==> config.mk <==
export PLATFORM = sky130hd
export DESIGN_NAME = mem_access_sequencer
export DESIGN_NICKNAME = d
export VERILOG_FILES = /design/src/rtl/mem_access_sequencer.sv
export SDC_FILE = /design/constraint.sdc
export NUM_CORES = 1
export LEC_CHECK = 0
export CAP_MARGIN = 10
export CORE_AREA = 2 2 71 73
export CTS_CLUSTER_SIZE = 28
export DETAILED_ROUTE_END_ITERATION = 7
export DIE_AREA = 0 0 73 75
export MAX_ROUTING_LAYER = met4
export PLACE_DENSITY = 0.83
export SETUP_SLACK_MARGIN = 0.2
export SYNTH_ARGS = -nofsm -noshare
export SYNTH_HDL_FRONTEND = slang
export SYNTH_SLANG_ARGS = --single-unit
==> constraint.sdc <==
create_clock -name clk -period 3 [get_ports clk]
set_clock_uncertainty 0.05 [all_clocks]
set_input_delay 0.75 -clock clk [delete_from_list [all_inputs] [get_ports clk]]
set_output_delay 0.75 -clock clk [all_outputs]
set_load 0.02 [all_outputs]
==> src/rtl/mem_access_sequencer.sv <==
// mem_access_sequencer: command-side controller for block-to-block word copies.
// It emits the 2-bit {blk, we} memory command code plus a qualifier and an address.
// For each word it reads the source block, hands the data to the serializer after
// RD_LAT cycles, then writes the word taken from the deserializer into the
// destination block.
// All outputs are registered.
// Optional build macro MEM_SEQ_ABORT_EN adds the abort input and the aborted status output.
module mem_access_sequencer #(
  parameter int ADDR_W = 8,
  parameter int LEN_W  = 8,
  parameter int RD_LAT = 2
) (
  input  logic              clk,
  input  logic              rst,
  input  logic              start,
  input  logic              src_blk,
  input  logic              dst_blk,
  input  logic [ADDR_W-1:0] base_addr,
  input  logic [LEN_W-1:0]  length,
  output logic              busy,
  output logic              done,
  output logic [1:0]        memoryena,
  output logic              mem_en,
  output logic [ADDR_W-1:0] addr,
  input  logic              ser_ready,
  output logic              ser_load,
  input  logic              des_valid,
  output logic              des_ack
`ifdef MEM_SEQ_ABORT_EN
  ,
  input  logic              abort,
  output logic              aborted
`endif
);

  localparam logic [2:0] IDLE    = 3'd0;
  localparam logic [2:0] RD_REQ  = 3'd1;
  localparam logic [2:0] RD_WAIT = 3'd2;
  localparam logic [2:0] WR_WAIT = 3'd3;
  localparam logic [2:0] DONE    = 3'd4;

  localparam logic [2:0] LAT_INIT = 3'(RD_LAT);

  logic [2:0]        state_q, state_d;
  logic              src_q, src_d;
  logic              dst_q, dst_d;
  logic [ADDR_W-1:0] base_q, base_d;
  logic [LEN_W-1:0]  len_q, len_d;
  logic [LEN_W-1:0]  idx_q, idx_d;
  logic [2:0]        lat_q, lat_d;
  logic              busy_q, busy_d;
  logic              done_q, done_d;
  logic [1:0]        memoryena_q, memoryena_d;
  logic              mem_en_q, mem_en_d;
  logic [ADDR_W-1:0] addr_q, addr_d;
  logic              ser_load_q, ser_load_d;
  logic              des_ack_q, des_ack_d;
`ifdef MEM_SEQ_ABORT_EN
  logic              aborted_q, aborted_d;
`endif

  // One bit wider than idx so the last-word compare cannot overflow at full length.
  logic [LEN_W:0]    idx_inc;
  logic [ADDR_W-1:0] word_addr;

  assign idx_inc   = {1'b0, idx_q} + {{LEN_W{1'b0}}, 1'b1};
  // Modulo 2^ADDR_W: wraps from all-ones back to zero.
  assign word_addr = base_q + ADDR_W'(idx_q);

  // Next-state and registered-output computation.
  always_comb begin
    state_d     = state_q;
    src_d       = src_q;
    dst_d       = dst_q;
    base_d      = base_q;
    len_d       = len_q;
    idx_d       = idx_q;
    lat_d       = lat_q;
    busy_d      = busy_q;
    done_d      = 1'b0;
    memoryena_d = memoryena_q;
    mem_en_d    = 1'b0;
    addr_d      = addr_q;
    ser_load_d  = 1'b0;
    des_ack_d   = 1'b0;
`ifdef MEM_SEQ_ABORT_EN
    aborted_d   = aborted_q;
`endif

    case (state_q)
      IDLE: begin
        if (start) begin
          src_d   = src_blk;
          dst_d   = dst_blk;
          base_d  = base_addr;
          len_d   = length;
          idx_d   = '0;
          busy_d  = 1'b1;
`ifdef MEM_SEQ_ABORT_EN
          aborted_d = 1'b0;
`endif
          state_d = (length != '0) ? RD_REQ : DONE;
        end
      end
      RD_REQ: begin
        // Hold off while the previous write is on the bus so mem_en never stays high.
        if (ser_ready && !mem_en_q) begin
          memoryena_d = {src_q, 1'b0};
          mem_en_d    = 1'b1;
          addr_d      = word_addr;
          lat_d       = LAT_INIT;
          state_d     = RD_WAIT;
        end
      end
      RD_WAIT: begin
        if (lat_q <= 3'd1) begin
          ser_load_d = 1'b1;
          state_d    = WR_WAIT;
        end else begin
          lat_d = lat_q - 3'd1;
        end
      end
      WR_WAIT: begin
        // des_valid is sampled at the end of the ser_load cycle at the earliest,
        // so the write always lands after the serializer capture.
        if (des_valid) begin
          memoryena_d = {dst_q, 1'b1};
          mem_en_d    = 1'b1;
          addr_d      = word_addr;
          des_ack_d   = 1'b1;
          idx_d       = idx_inc[LEN_W-1:0];
          state_d     = (idx_inc == {1'b0, len_q}) ? DONE : RD_REQ;
        end
      end
      DONE: begin
        // An abort already raised done on entry; do not pulse it twice.
        done_d  = ~done_q;
        busy_d  = 1'b0;
        state_d = IDLE;
      end
      default: begin
        state_d = IDLE;
      end
    endcase

`ifdef MEM_SEQ_ABORT_EN
    // Access decided this cycle still goes out; only the sequencing is cut short.
    if (abort && (state_q == RD_REQ || state_q == RD_WAIT || state_q == WR_WAIT)) begin
      state_d   = DONE;
      done_d    = 1'b1;
      busy_d    = 1'b0;
      aborted_d = 1'b1;
    end
`endif
  end

  // State and output registers, asynchronously cleared.
  always_ff @(posedge clk or posedge rst) begin
    if (rst) begin
      state_q     <= IDLE;
      src_q       <= 1'b0;
      dst_q       <= 1'b0;
      base_q      <= '0;
      len_q       <= '0;
      idx_q       <= '0;
      lat_q       <= '0;
      busy_q      <= 1'b0;
      done_q      <= 1'b0;
      memoryena_q <= 2'b00;
      mem_en_q    <= 1'b0;
      addr_q      <= '0;
      ser_load_q  <= 1'b0;
      des_ack_q   <= 1'b0;
`ifdef MEM_SEQ_ABORT_EN
      aborted_q   <= 1'b0;
`endif
    end else begin
      state_q     <= state_d;
      src_q       <= src_d;
      dst_q       <= dst_d;
      base_q      <= base_d;
      len_q       <= len_d;
      idx_q       <= idx_d;
      lat_q       <= lat_d;
      busy_q      <= busy_d;
      done_q      <= done_d;
      memoryena_q <= memoryena_d;
      mem_en_q    <= mem_en_d;
      addr_q      <= addr_d;
      ser_load_q  <= ser_load_d;
      des_ack_q   <= des_ack_d;
`ifdef MEM_SEQ_ABORT_EN
      aborted_q   <= aborted_d;
`endif
    end
  end

  assign busy      = busy_q;
  assign done      = done_q;
  assign memoryena = memoryena_q;
  assign mem_en    = mem_en_q;
  assign addr      = addr_q;
  assign ser_load  = ser_load_q;
  assign des_ack   = des_ack_q;
`ifdef MEM_SEQ_ABORT_EN
  assign aborted   = aborted_q;
`endif

endmodule

# == Yosys cells after proc, flatten, opt, wreduce, memory -nomap -nowiden ==
# Index checks and enable logic that the tools add are counted.
# totals
ff_bits,47
out_inout_bits,15
word_cells,70
# op_classes
addsub,3
bitwise,1
n_reduce_logical,14
n_eq_ne,10
n_lt_le_gt_ge,1
muxes,27
# ops
cell,n
8-bit two-way mux,4
8-bit case mux with 2 select lines,2
3-bit two-way mux,7
3-bit case mux with 4 select lines,1
2-bit != test (second input constant),5
8-bit by 1-bit adder with 9-bit output (second input constant),1
9-bit by 8-bit == test with 1-bit output,1
3-bit AND reduction,3
8-bit adder,1
2-bit nonzero test,4
8-bit nonzero test,1
1-bit two-way mux,7
3-bit by 2-bit == test with 1-bit output (second input constant),2
3-bit case mux with 2 select lines,1
2-bit two-way mux,2
1-bit case mux with 2 select lines,2
2-bit case mux with 2 select lines,1
2-bit AND reduction,2
4-bit AND reduction,1
3-bit by 1-bit == test with 1-bit output (second input constant),1
3-bit == test (second input constant),1
3-bit by 1-bit less-or-equal comparator with 1-bit output (second input constant),1
3-bit logical NOT,1
3-bit by 1-bit subtractor with 3-bit output (second input constant),1
3 further kinds,3

# == Depth between registers and ports, before layout ==
# Gate-level depths: netlist (run 1).
# logic_depth
ltp_word,5
depth_mapped,9

# == Least setup slack after synthesis (run 1) ==
# OpenSTA, ideal clock, no wires.
# synth_path
path_type,reg-to-reg
startpoint,register idx_q[0]
endpoint,register state_q[2]
stages_incl_launch_ff,9
setup_time_ns,0.065
arrival_ns,2.032
setup_slack_ns,0.853
cell_sequence,dfrtp_1 ha_1 and3_1 and3_1 buf_6 xnor2_1 or4_4 nor3b_1 o21ba_1
# synth_via
elab_chain_len,5
# synth_lines
element,line_no,rtl
start: declaration,49,"logic [LEN_W-1:0] idx_q, idx_d;"
start signal: assignment,183,idx_q <= idx_d;
8-bit by 1-bit adder with 9-bit output,66,"assign idx_inc = {1'b0, idx_q} + {{LEN_W{1'b0}}, 1'b1};"
9-bit by 8-bit == test with 1-bit output,132,"state_d = (idx_inc == {1'b0, len_q}) ? DONE : RD_REQ;"
3-bit two-way mux,132,
3-bit two-way mux,126,if (des_valid) begin
3-bit case mux with 4 select lines,90,case (state_q)
end signal: assignment,178,state_q <= state_d;
end: declaration,44,"logic [2:0] state_q, state_d;"
# Every way passes these cells. The select of a mux whose other input is x is not followed.
# A chain may end at the register's enable or synchronous reset.

# == Worst setup path in the final report (run 1) ==
# Ends and elaborated chain as after synthesis.

==> results.md, run 1 <==
* Final Max Tran Viols at 0
* Syn_nets at 269
* Worst-Margin Slew at 0.590 ns
* CTS Root Cell: clkbuf_8
* Die height at 75 um
* Clock Pin Slew Worst Setup and Hold Paths at 0.09 ns
* Status: complete, no violations
* RSZ-0062 raised after global routing: no
* Post-synth EDFFs at 0
* Crit start category: flop
* Max Clk Rate at 422 MHz
* Starting Density at 51.9%
* Synth area leaders: dfrtp_1 (49%), mux2_2 (7.9%), ha_1 (5.2%), xnor2_1 (4.7%), nand2_1 (4.5%)
* Drt wl/cell at 14.5 um
* Worst Hold Class: flop to flop
* Setup WS post-layout at 0.628 ns
* Detailed Place HPWL at 3.51 mm
* Final Hold Viols at 0
* Tmin final at 2.37 ns
* H-tree depth at 2
* Crit Path Category: flop to flop
* Leading area contributor after synthesis: dfrtp_1
* Worst ir drop on vdd at 0.337 mV
* DRC errors left at 0
* Internal Power at 1.64 mW
* First-pass GRT wire length at 8.08 mm
* Chip width at 73 um
* Port bufs at 37
* Number of post-CTS setup repair buffers at 0
* Initial antenna violation count at 0
* Via density at 5.59
* Net Sw Frac at 37.9%
* FILL cells at 387
* Psw at 1.00 mW
* Post-Synthesis Cell Area at 2420 sq um
* Flops & latches, synth at 47
* Number of global-route vias before repair at 1745
* Synth top area share at 48.6%
* Fin crit share at 79.1%
* # IOs at 38
* Total congestion overflow at 0
* Flop pwr share at 41.0%
* Drt pass-1 iters at 4
* Clock group share of total power at 14.1%
* Worst-Skew Late Latency at 0.30 ns
* Final setup violation count at 0
* Final RePlAce weighted congestion at 0.805
* Endpoint class of the critical path: flop
* Warnings, synthesis at 0
* Crit-path max FO at 6
* Main synth FF type: dfrtp_1
* Hold_buf cts at 0
* DIE AREA at 5480 sq um
* Via count at 1844
* Core area at 4660 sq um
* Synth cell types at 40
* Fin Setup TNS at 0 ns
* Final wirelength at 4.78 mm
* Post-cts sizing count at 0
* GRT Overall Usage at 20.0%
* CTS buffer count at 5
* Share of layout cells above drive strength 1 at 12.7%
* WP data required at 3.20 ns
* Power density over the cells at 897 nW/um^2
* Layout overhead on the synthesized area at 21.7%
* Sequential area share after synthesis at 48.6%
* Number of routed nets with antenna violations at 0
* Average size of a mapped cell at 10.3 sq um
* # rows at 25
* CP arrival at 2.57 ns
* Power consumption at 2.64 mW
* Pre-CTS setup slack at 0.567 ns
* Leakage power at 1.28 nW
* Clk buf depth at 2
* Slew HR at 60.6%
* Max-Cap Viols at 0
* DRT iter0 DRCs at 103
* Layout Nets at 309
* Ys async rst share at 100%
* CTS sink cnt at 47
* Largest net degree at the start of global routing at 48
* Cells after Synth at 235
* CTS tree: yes
* Gate power share at 44.9%
* # diodes at 0
## cell usage in the layout, fill, tap and decap left out, types with 3 or more instances in the layout
cell	synthesis	layout
nand2b_1	4	4
xnor2_1	13	13
o21ai_0	20	20
nor3_1	3	3
xor2_1	5	5
inv_1	8	7
clkbuf_8	0	5
dfrtp_1	47	47
mux2_2	17	17
a31oi_1	3	3
a21oi_1	12	12
a21o_1	3	3
mux2i_1	3	3
and3_1	3	3
nand2_1	29	29
clkdlybuf4s50_1	0	37
ha_1	10	10
clkinv_2	0	3
o31ai_1	4	4
nor2_1	17	17
## critical path, cell delays in order, from the launching register on
cell and delay [ns]:
dfrtp_1 0.49, ha_1 0.30, and3_1 0.19, and3_1 0.27, xnor2_1 0.10, or4_4 0.52
nor3b_1 0.24, o21ba_1 0.14
## Yosys cell counts (4+ instances only)
library cell,count
nor2_1,17
ha_1,10
inv_1,8
nand2b_1,4
o21ai_0,20
mux2_2,17
o31ai_1,4
nand2_1,29
a21oi_1,12
xnor2_1,13
xor2_1,5
dfrtp_1,47
## power by group through the flow
stage | registers, mW | clock network, mW | logic, mW
finish | 1.08 | 0.372 | 1.19
global route | 1.12 | 0.406 | 1.32
CTS | 1.09 | 0.385 | 1.19
detailed placement | 1.10 | 0 | 1.19
global placement | 1.09 | 0 | 1.15
floorplan | 1.12 | 0 | 0.774
## final cells by class
class / instances / area (sq um) / area share, %
sequential: 47 / 1180 / 39.9
multi-input combinational: 171 / 1180 / 39.9
timing repair buffer: 40 / 405 / 13.8
clock buffer: 5 / 68.8 / 2.34
tap: 54 / 67.6 / 2.29
inverter: 10 / 37.5 / 1.27
clock inverter: 3 / 15.0 / 0.510
## through the flow
| stage | cell area, sq um | hold slack (ns) | instances | utilization, % |
|---|---|---|---|---|
| after global placement | 2860 | 0.362 | 322 | 61.4 |
| after floorplan | 2420 | 0.430 | 235 | - |
| after global routing | 2950 | 0.400 | 330 | 63.2 |
| final | 2950 | 0.377 | 330 | 63.2 |
| after CTS | 2950 | 0.380 | 330 | 63.2 |
| after detailed placement | 2860 | 0.368 | 322 | 61.4 |
## final timing paths
path	start	endpoint	slack, ns	cells after the start
worst max-delay path	idx_q[0]$_DFFE_PP0P_	state_q[2]$_DFFE_PP0P_	0.63	7
worst min-delay path	done$_DFF_PP0_	done$_DFF_PP0_	0.38	1
worst max register to register	idx_q[0]$_DFFE_PP0P_	state_q[2]$_DFFE_PP0P_	0.63	7
worst min register to register	done$_DFF_PP0_	done$_DFF_PP0_	0.38	1
max in group asynchronous	rst	len_q[4]$_DFFE_PP0P_	1.65	3
min in group asynchronous	rst	addr[6]$_DFFE_PP0P_	0.86	3
## per-layer routing
layer | routed length [um] | track usage [%]
met5 | 0 | -
met4 | 78 | 8.23
met3 | 171 | 4.55
met2 | 2300 | 30.9
met1 | 2230 | 25.5
## flip-flops by register name, indices dropped and copies added, names as in the netlist, 2 cells and up
register   cells
idx_q          8
lat_q          3
addr           8
memoryena      2
state_q        3
len_q          8
base_q         8
## logic make-up (layout without fill, tap and decap cells)
| group | count (synthesis) | after routing | share of synthesized area [%] |
|---|---|---|---|
| adder cells (fa/ha/maj) | 11 | 11 | 5.99 |
| multiplexers | 20 | 20 | 9.15 |
| XOR/XNOR | 18 | 18 | 6.51 |
| AND/OR/NAND/NOR | 72 | 72 | 14.4 |
| buffers and inverters | 17 | 58 | 3.10 |
| AO/OA/AOI/OAI | 50 | 50 | 12.3 |
| flip-flops | 47 | 47 | 48.6 |
No activity file was read; power rests on OpenSTA's default activity.
==> inputs of run 2 (changes only) <==
clock period = 2.4 ns   (was 3 ns; I/O delays follow)
==> results.md, run 2 (synthesis gave the netlist of run 1 again) <==
* WHS Endpoint: done$_DFF_PP0_
* Reg2reg end: state_q[0]$_DFFE_PP0P_
* CP max stage cell: or4_4
* Layout Nets at 315
* RSZ-0062 raised after global routing: no
* Clk buf depth at 2
* Crit-path max FO at 6
* Hold_buf cts at 0
* Tmin final at 2.15 ns
* Worst-Margin Slew at 0.413 ns
* Hold path depth at 1
* # rows at 25
* Die height at 75 um
* Leakage power at 1.32 nW
* Largest net degree at the start of global routing at 32
* CTS tree: yes
* Slew HR at 72.3%
* Clock Pin Slew Worst Setup and Hold Paths at 0.08 ns
* Cell Chain, Critical Path: ha_2, and3_1, and3_2, xnor2_1, or4_4, o211ai_1, a21oi_1
* CTS Root Cell: clkbuf_8
* First-pass GRT wire length at 8.63 mm
* DRT iter0 DRCs at 147
* Crit Path Category: flop to flop
* Initial antenna violation count at 0
* WP data required at 2.53 ns
* Chip width at 73 um
* Core area at 4660 sq um
* Number of routed nets with antenna violations at 0
* Via density at 5.52
* Status: complete, no violations
* Worst path top cell family by delay: simple AND/OR/NAND/NOR gates
* Hold Path Origin: done$_DFF_PP0_
* Max Clk Rate at 466 MHz
* Starting Density at 51.9%
* CTS sink cnt at 47
* # diodes at 0
* # IOs at 38
* Drt wl/cell at 14.8 um
* Detailed Place HPWL at 3.77 mm
* Layout overhead on the synthesized area at 25.0%
* DRC errors left at 0
* Total congestion overflow at 0
* Buf+Inv Stages, Crit Path at 0
* Worst ir drop on vdd at 0.461 mV
* Critical path origin: idx_q[0]$_DFFE_PP0P_
* Area of the multi-input gates at 1180 sq um
* Most frequent cells in the layout: dfrtp_1 (47), clkdlybuf4s50_1 (37), nand2_1 (29), o21ai_0 (20), mux2_2 (17)
* Max stage delay on crit path at 0.52 ns
* Crit start category: flop
* Final Max Tran Viols at 0
* Port bufs at 37
* Fin crit share at 89.5%
* R2r worst-path depth at 7
* Final wirelength at 4.97 mm
* Number of post-CTS setup repair buffers at 0
* Power density over the cells at 1140 nW/um^2
* Placed Instances at 328
* Number of global-route vias before repair at 1866
* Final setup violation count at 0
* H-tree depth at 2
* Final Hold Viols at 0
* Commonest non-fill, non-tap cell in the layout: dfrtp_1
* DIE AREA at 5480 sq um
* Worst-Skew Late Latency at 0.30 ns
* FILL cells at 366
* Drt pass-1 iters at 4
* Sequential standard cell area at 1180 sq um
* Endpoint class of the critical path: flop
* Worst R2R Start: idx_q[0]$_DFFE_PP0P_
* Share of layout cells above drive strength 1 at 15.2%
* Util after Layout at 64.9%
* CTS buffer count at 5
* CP arrival at 2.28 ns
* Worst Hold Class: flop to flop
* Max-Cap Viols at 0
* GRT Overall Usage at 21.4%
* Reg-to-reg slack, setup at 0.25 ns
* Via count at 1854
* Fin cells at 336
* Final RePlAce weighted congestion at 0.800
-- run 2: how the worst max path moves through the flow --
stage | to | cells past startpoint | slack [ns]
finish | state_q[0]$_DFFE_PP0P_ | 7 | 0.25
global route | state_q[2]$_DFFE_PP0P_ | 7 | 0.20
CTS | state_q[2]$_DFFE_PP0P_ | 7 | 0.26
detailed placement | addr[7]$_DFFE_PP0P_ | 8 | -0.18
global placement | memoryena[1]$_DFFE_PP0P_ | 8 | -0.07
floorplan | state_q[2]$_DFFE_PP0P_ | 8 | 0.25
-- run 2: what timing repair did --
action	in CTS	in global routing
pin swaps	0	0
endpoints found under the setup margin	5	2
endpoints found under the hold margin	0	0
resized for setup	2	1
-- run 2: cell type report --
| cell class | count | share of cell area (%) |
|---|---|---|
| inverters | 10 | 1.24 |
| flip-flops and latches | 47 | 38.9 |
| clock buffers | 8 | 3.31 |
| multi-input cells | 171 | 39.1 |
| repair buffers | 46 | 15.3 |
| well taps | 54 | 2.23 |
-- run 2: per-stage QoR --
stage	area [sq um]	hold WS [ns]	setup WS, ns	total power, mW	TNS [ns]
after detailed placement	2920	0.367	-0.182	2.94	-0.635
after global routing	3030	0.395	0.202	3.71	0
after CTS	3030	0.379	0.257	3.47	0
after floorplan	2420	0.430	0.253	2.36	0
final	3030	0.377	0.253	3.45	0
after global placement	2920	0.362	-0.0699	2.86	-0.245
-- run 2: where the power goes --
group	total (mW)	switching, mW	leakage [nW]	internal, mW
Combinational	1.60	0.808	0.687	0.794
Clock	0.523	0.260	0.0515	0.263
Sequential	1.32	0.220	0.580	1.10
-- run 2: layer usage --
metal / vias up / global-route usage, % / share of wire (%) / routed length (um)
met5: - / - / 0 / 0
met4: 0 / 8.44 / 2.0 / 98
met3: 8 / 4.02 / 3.0 / 150
met2: 36 / 32.5 / 48 / 2370
met1: 903 / 28.5 / 47 / 2350
li1: 907 / - / - / -
==> inputs of run 3 (changes only) <==
GPL_TIMING_DRIVEN = 0   (was default)
==> results.md, run 3 (synthesis gave the netlist of run 1 again) <==
* CTS Root Cell: clkbuf_8
* Detailed Place HPWL at 3.64 mm
* Tmin final at 2.13 ns
* Drt pass-1 iters at 4
* CTS tree: yes
* Cell Chain, Critical Path: ha_4, and3_1, and3_4, buf_6, xnor2_1, or4_4, nor3b_2, o21ba_1
* Crit-path max FO at 5
* Layout overhead on the synthesized area at 26.8%
* # rows at 25
* Leakage power at 1.33 nW
* DRT iter0 DRCs at 106
* Power consumption at 3.50 mW
* Clk buf depth at 2
* Fin cells at 338
* Total congestion overflow at 0
* Max Clk Rate at 470 MHz
* Commonest non-fill, non-tap cell in the layout: dfrtp_1
* CP max stage cell: or4_4
* R2r worst-path depth at 8
* Status: complete, no violations
* Drt wl/cell at 14.6 um
* Reg2reg end: state_q[2]$_DFFE_PP0P_
* Reg-to-reg slack, setup at 0.27 ns
* Final wirelength at 4.92 mm
* Port bufs at 37
* Worst Hold Class: flop to flop
* Largest net degree at the start of global routing at 31
* Worst-Margin Slew at 0.417 ns
* Slew HR at 72.2%
* First-pass GRT wire length at 8.53 mm
* Worst R2R Start: idx_q[0]$_DFFE_PP0P_
* Layout Nets at 317
* Worst-Skew Late Latency at 0.30 ns
* Endpoint class of the critical path: flop
* Fin crit share at 88.7%
* Share of layout cells above drive strength 1 at 18.7%
* # IOs at 38
* Critical path origin: idx_q[0]$_DFFE_PP0P_
* Via count at 1865
* Final RePlAce weighted congestion at 0.792
* Number of routed nets with antenna violations at 0
* Worst ir drop on vdd at 0.443 mV
* Final Hold Viols at 0
* WHS Endpoint: done$_DFF_PP0_
* CP arrival at 2.32 ns
* Via density at 5.52
* GRT Overall Usage at 21.0%
* Placed Instances at 327
* WP data required at 2.59 ns
* Crit Path Category: flop to flop
* Power density over the cells at 1140 nW/um^2
* DIE AREA at 5480 sq um
* H-tree depth at 2
* Core area at 4660 sq um
* Initial antenna violation count at 0
* Starting Density at 51.9%
* DRC errors left at 0
* Final Max Tran Viols at 0
* Clock Pin Slew Worst Setup and Hold Paths at 0.09 ns
* CTS sink cnt at 47
* Chip width at 73 um
* Die height at 75 um
* Max stage delay on crit path at 0.50 ns
* FILL cells at 366
* Number of global-route vias before repair at 1836
* Hold path depth at 1
* CTS buffer count at 5
* # diodes at 0
* RSZ-0062 raised after global routing: yes
* Hold Path Origin: done$_DFF_PP0_
* Crit start category: flop
* Final setup violation count at 0
* Max-Cap Viols at 0
* Most frequent cells in the layout: dfrtp_1 (46), clkdlybuf4s50_1 (37), nand2_1 (29), o21ai_0 (20), mux2_2 (17)
run 3: cell types whose count changed in the layout (fill, tap and decap cells not counted), sizes merged:
cell and delta:
inv +1, buf -1, clkinvlp +1, clkinv -1, bufinv +1, clkbuf +1
run 3: area by class of cell:
type | instances | area (sq um) | share of cell area [%]
Sequential cell | 47 | 1180 | 38.3
Inverter | 10 | 41.3 | 1.34
Multi-Input combinational cell | 171 | 1210 | 39.5
Buffer | 7 | 40.0 | 1.30
Timing Repair Buffer | 41 | 413 | 13.4
Clock buffer | 6 | 82.6 | 2.69
Clock inverter | 2 | 35.0 | 1.14
Tap cell | 54 | 67.6 | 2.20
run 3: worst max-delay path: cells and delay by family, from the launching register on:
kind	cells	cell delay [ns]
buf+inv	1	0.12
xor+xnor	1	0.12
simple gates	4	1.02
flops	1	0.45
compound gates	1	0.13
fa+ha+maj	1	0.18
run 3: how the worst max path moves through the flow:
stage | end | slack (ns) | cells past startpoint
global placement | len_q[4]$_DFFE_PP0P_ | -0.30 | 4
detailed placement | len_q[0]$_DFFE_PP0P_ | -0.33 | 4
global route | addr[6]$_DFFE_PP0P_ | 0.18 | 10
CTS | state_q[2]$_DFFE_PP0P_ | 0.22 | 8
floorplan | state_q[2]$_DFFE_PP0P_ | 0.25 | 8
finish | state_q[2]$_DFFE_PP0P_ | 0.27 | 8
run 3: stage by stage:
step | util, % | setup TNS [ns] | cell area, sq um | hold slack [ns] | worst slack [ns]
2_1_floorplan | - | 0 | 2420 | 0.430 | 0.253
3_3_place_gp | 61.3 | -17.75 | 2860 | 0.362 | -0.303
3_5_place_dp | 61.8 | -4.63 | 2880 | 0.378 | -0.329
4_1_cts | 65.3 | 0 | 3040 | 0.389 | 0.220
5_1_grt | 65.9 | 0 | 3070 | 0.405 | 0.182
6_report | 65.9 | 0 | 3070 | 0.387 | 0.271
run 3: what timing repair did:
item                       4_1_cts  5_1_grt
pin swaps                        2        3
buffers inserted                 2        1
gates cloned                     0        0
resized for setup                8        7
hold buffers                     0        0
setup endpoints to repair       21       16
run 3: where the power goes:
group          internal, mW  switching [mW]
registers              1.10           0.206
clock network         0.337           0.266
logic                 0.778           0.809
run 3: per-layer routing:
layer	vias up	GRT usage [%]	part of all wire, %
met5	-	-	0
met4	0	8.02	2.3
met3	11	2.41	3.4
met2	51	33.2	50
met1	886	27.9	44
li1	917	-	-
==> RTL edit 1: new RTL, config.mk and constraints of run 3 <==
Build with the macro `MEM_SEQ_ABORT_EN` defined.
--- a/src/rtl/mem_access_sequencer.sv
+++ b/src/rtl/mem_access_sequencer.sv
@@ -5,6 +5,8 @@
 // destination block.
 // All outputs are registered.
 // Optional build macro MEM_SEQ_ABORT_EN adds the abort input and the aborted status output.
+`define MEM_SEQ_ABORT_EN
+
 module mem_access_sequencer #(
   parameter int ADDR_W = 8,
   parameter int LEN_W  = 8,
Interface: changed (added abort and aborted); port bits go from 38 to 40. No check against the original RTL was run, so the function may have changed too.
==> RTL edit 1 against run 3 <==
  * Synthesized area is 7.8% higher
  * Sequential share of layout area is 1.2 points lower
  * Design area is 5.5% higher
  * Synthesized cell count is 8.9% higher
  * Hold slack better by 0.019 ns
  * Register-to-register slack better by 0.04 ns
  * Sequential cell count is 1 higher
  * Routed wire length is 10% higher
  * Power is 0.99% lower
  * Worst setup slack worse by 0.037 ns
  * Via count is 12% higher
  * Largest power group unchanged
==> RTL edit 1: results (changes against run 3) <==
Outcome: finished clean (unchanged). The non-filler instance count after layout is 358 (was 338). The violation count after the first detailed-route iteration came to 114 (was 106). The combined global-route utilization of all metal layers is 22.53% (was 21.00%). The first-pass GRT wire length is 9280 microns (was 8528 microns). The post-synth net total came to 291 (was 269). The number of distinct standard cells referenced by the synthesized netlist is 60 (was 40). The leakage power summed over all cells came out at 1.369 nW (was 1.331 nW).

The number of cells after detailed placement is 350 (was 327). The number of global-route vias before repair is 2003 (was 1836). The via total after detailed routing was 2096 (was 1865). The critical register-to-register path endpoint was addr[7]$_DFFE_PP0P_ (was state_q[2]$_DFFE_PP0P_). The weighted congestion at the end of routability-driven global placement is 0.8680 (was 0.7919). The delay of the slowest cell on the worst path was 0.53 ns (was 0.50 ns). The minimum setup slack in the final design is 0.2336 ns (was 0.2709 ns). The combinational family with the most area after synthesis is compound AO/OA/AOI/OAI gates (was simple AND/OR/NAND/NOR gates).

The number of cells produced by synthesis came out at 256 (was 235). The setup slack after placement came out at -0.1753 ns (was -0.3291 ns). The multiplexer fraction of the synthesized cell area is 8.485% (was 9.147%). Commonest cells in the synthesized netlist: sky130_fd_sc_hd__dfrtp_1, sky130_fd_sc_hd__nand2_1, sky130_fd_sc_hd__o21ai_0 (unchanged).

The depth of the worst register-to-register path is 6 (was 8). The share of synthesized area occupied by flip-flops and latches is 46.02% (was 48.58%). The final routed wire length divided by cell count came out at 15.15 microns (was 14.57 microns). The internal reg-to-reg setup slack is 0.31 ns (was 0.27 ns).

The synthesized-area fraction occupied by ao, oa, aoi and oai cells is 17.21% (was 12.30%).
[RTL edit 1: cell count changes after synthesis, moves of 3 or more]
| cell | before | now |
|---|---|---|
| sky130_fd_sc_hd__nand2b_1 | 4 | 1 |
| sky130_fd_sc_hd__xnor2_1 | 13 | 8 |
| sky130_fd_sc_hd__nand3_1 | 2 | 7 |
| sky130_fd_sc_hd__nand2_1 | 29 | 19 |
| sky130_fd_sc_hd__inv_1 | 8 | 14 |
[RTL edit 1: cell families after synthesis]
kind of cell	count (synthesis)
buffers and inverters	25
AND/OR/NAND/NOR	70
flip-flops	48
adder cells (fa/ha/maj)	11
AO/OA/AOI/OAI	68
XOR/XNOR	14
multiplexers	20
[RTL edit 1: report_power, final]
group / switching [mW] / leakage [nW] / total (mW) / internal [mW]
logic: 0.751 / 0.714 / 1.51 / 0.755
registers: 0.208 / 0.591 / 1.32 / 1.11
clock network: 0.272 / 0.0645 / 0.640 / 0.368
total: 1.23 / 1.37 / 3.47 / 2.24
[RTL edit 1: cell type report]
type	instances	area [sq um]	area share (%)
Multi-Input combinational cell	183	1309	40.39
Timing Repair Buffer	40	410.4	12.66
Sequential cell	48	1204	37.14
Inverter	16	65.06	2.008
Tap cell	54	67.56	2.085
Buffer	9	58.81	1.815
Clock buffer	7	96.34	2.973
Clock inverter	1	30.03	0.9266
[RTL edit 1: stage by stage]
stage	instance area [sq um]	power (mW)	utilization [%]	hold WS, ns
3_3_place_gp	3068	2.743	65.83	0.3920
5_1_grt	3241	3.700	69.53	0.4334
6_report	3241	3.466	69.53	0.4058
4_1_cts	3223	3.459	69.15	0.4129
2_1_floorplan	2610	2.319	-	0.4300
3_5_place_dp	3088	2.815	66.26	0.4025
[RTL edit 1: metal layers]
layer / wire length (microns) / vias up / track usage [%]
met5: 0 / - / -
met4: 71 / 0 / 7.819
met3: 235 / 6 / 3.614
met2: 2688 / 66 / 36.34
met1: 2430 / 1012 / 28.99
li1: - / 1012 / -
[RTL edit 1: repair_timing]
item                       in CTS  in global routing
setup buffers                   0                  0
setup endpoints to repair       7                 16
resized for setup               2                 10
gates cloned                    0                  0
[RTL edit 1: worst max-delay path by stage]
stage                               from                    end  cells after the start
CTS                                start   idx_q[4]$_DFFE_PP0P_                      7
finish                             start  base_q[5]$_DFFE_PP0P_                      5
global route                       start   len_q[6]$_DFFE_PP0P_                      5
floorplan           idx_q[2]$_DFFE_PP0P_    addr[7]$_DFFE_PP0P_                      6
global placement                     rst   len_q[7]$_DFFE_PP0P_                      2
detailed placement                 start   idx_q[2]$_DFFE_PP0P_                      7
==> RTL edit 2: new RTL, flow settings as in run 3 <==
Without the edit above. Reset style: synchronous (`rst`), changed in one clocked block. Comments in the files are not updated.
--- a/src/rtl/mem_access_sequencer.sv
+++ b/src/rtl/mem_access_sequencer.sv
@@ -155,7 +155,7 @@
   end
 
   // State and output registers, asynchronously cleared.
-  always_ff @(posedge clk or posedge rst) begin
+  always_ff @(posedge clk) begin
     if (rst) begin
       state_q     <= IDLE;
       src_q       <= 1'b0;
Check against the original RTL: differs if rst is asserted again (counterexample within 4 cycles, from zero or initial values and one cycle with rst high); with rst held inactive, the same outputs for 10 cycles.
==> RTL edit 2 against run 3 <==
  * Synthesized area rose by 0.52%
  * Utilization fell by 1.5 points
  * Count of clock-buffer cells in the layout did not move
  * Worst setup slack improved by 0.046 ns
  * Routed wire length rose by 14%
  * Design area fell by 2.2%
  * Sequential cell count did not move
Power is not compared: it rests on default switching activity, and its combinational part moved more than twofold at a synthesized area within 25%.
==> RTL edit 2: results (changes against run 3) <==
The weighted congestion at the end of routability-driven global placement came out at 0.9188 (was 0.7919). The highest clock rate came to 480.1 MHz (was 469.7 MHz). The final routed wire length divided by cell count came out at 14.13 microns (was 14.57 microns). The actual transition at the worst max-transition pin came to 0.6205 ns (was 0.4172 ns). The delay of the slowest cell on the worst path came out at 0.43 ns (was 0.50 ns). The non-filler instance count after layout came to 398 (was 338). The post-synth net total came out at 334 (was 269). The endpoint of the worst hold-timing path is done$_SDFF_PP0_ (was done$_DFF_PP0_). The predominant post-synthesis flop cell was sky130_fd_sc_hd__dfxtp_1 (was sky130_fd_sc_hd__dfrtp_1). The endpoint of the most critical setup path is addr[7]$_SDFFE_PP0P_ (was state_q[2]$_DFFE_PP0P_). The depth of the worst register-to-register path came to 7 (was 8).

The post-place instance area came to 2861 sq um (was 2879 sq um). The share of synthesized area occupied by flip-flops and latches came out at 38.66% (was 48.58%). The tightest hold margin is 0.3742 ns (was 0.3872 ns). The number of distinct standard cells referenced by the synthesized netlist is 57 (was 40). The number of global-route vias before repair came out at 2069 (was 1836).

The cell family contributing the most delay on the critical path is compound AO/OA/AOI/OAI gates (was simple AND/OR/NAND/NOR gates). The ratio of routed vias to standard cells is 5.593 (was 5.518). Outcome: finished clean (unchanged). The combined global-route utilization of all metal layers came to 23.26% (was 21.00%).

The data arrival time of the worst path came to 2.26 ns (was 2.32 ns). The internal reg-to-reg setup slack is 0.32 ns (was 0.27 ns). The synthesized area per cell came to 8.112 sq um (was 10.30 sq um).

The pin count of the biggest net entering global routing is 16 (was 31). The setup slack after placement came out at 0.003175 ns (was -0.3291 ns). The number of nets in the layout came to 377 (was 317). The slowest stage cell on the critical path is sky130_fd_sc_hd__a2111oi_2 (was sky130_fd_sc_hd__or4_4). The violation count after the first detailed-route iteration came out at 107 (was 106). The critical hold path startpoint is done$_SDFF_PP0_ (was done$_DFF_PP0_). The maximum fanout count along the critical path is 7 (was 5). The fraction of synthesis flops using an asynchronous set or reset pin was 0% (was 100.0%).
RTL edit 2: timing repair:
item                                    in CTS  in global routing
pin swaps                                    0                  1
endpoints found under the setup margin       3                  4
gates resized for setup                      4                  8
hold buffers                                 0                  0
buffers inserted                             0                  0
RTL edit 2: per-layer routing:
metal	routed length, microns	vias up	GRT usage (%)
met5	0	-	-
met4	99	0	7.819
met3	233	11	3.748
met2	2728	51	37.94
met1	2561	1028	29.43
li1	-	1136	-
RTL edit 2: cell type report:
cell class	count	area (sq um)
clock inverters	2	38.79
clock buffers	6	82.58
repair buffers	36	360.3
well taps	54	67.56
fillers	422	1659
inverters	7	26.28
plain buffers	14	92.59
flip-flops and latches	47	950.9
multi-input cells	232	1383
RTL edit 2: kinds of logic after synthesis:
group	after synthesis	share of synthesized area, %
xor gates and xnor gates	15	5.398
muxes	1	0.4627
buffers and inverters	21	4.884
adders and majority gates	11	5.964
AOI/OAI and AO/OA	80	19.90
and+or+nand+nor	125	24.73
DFF	47	38.66
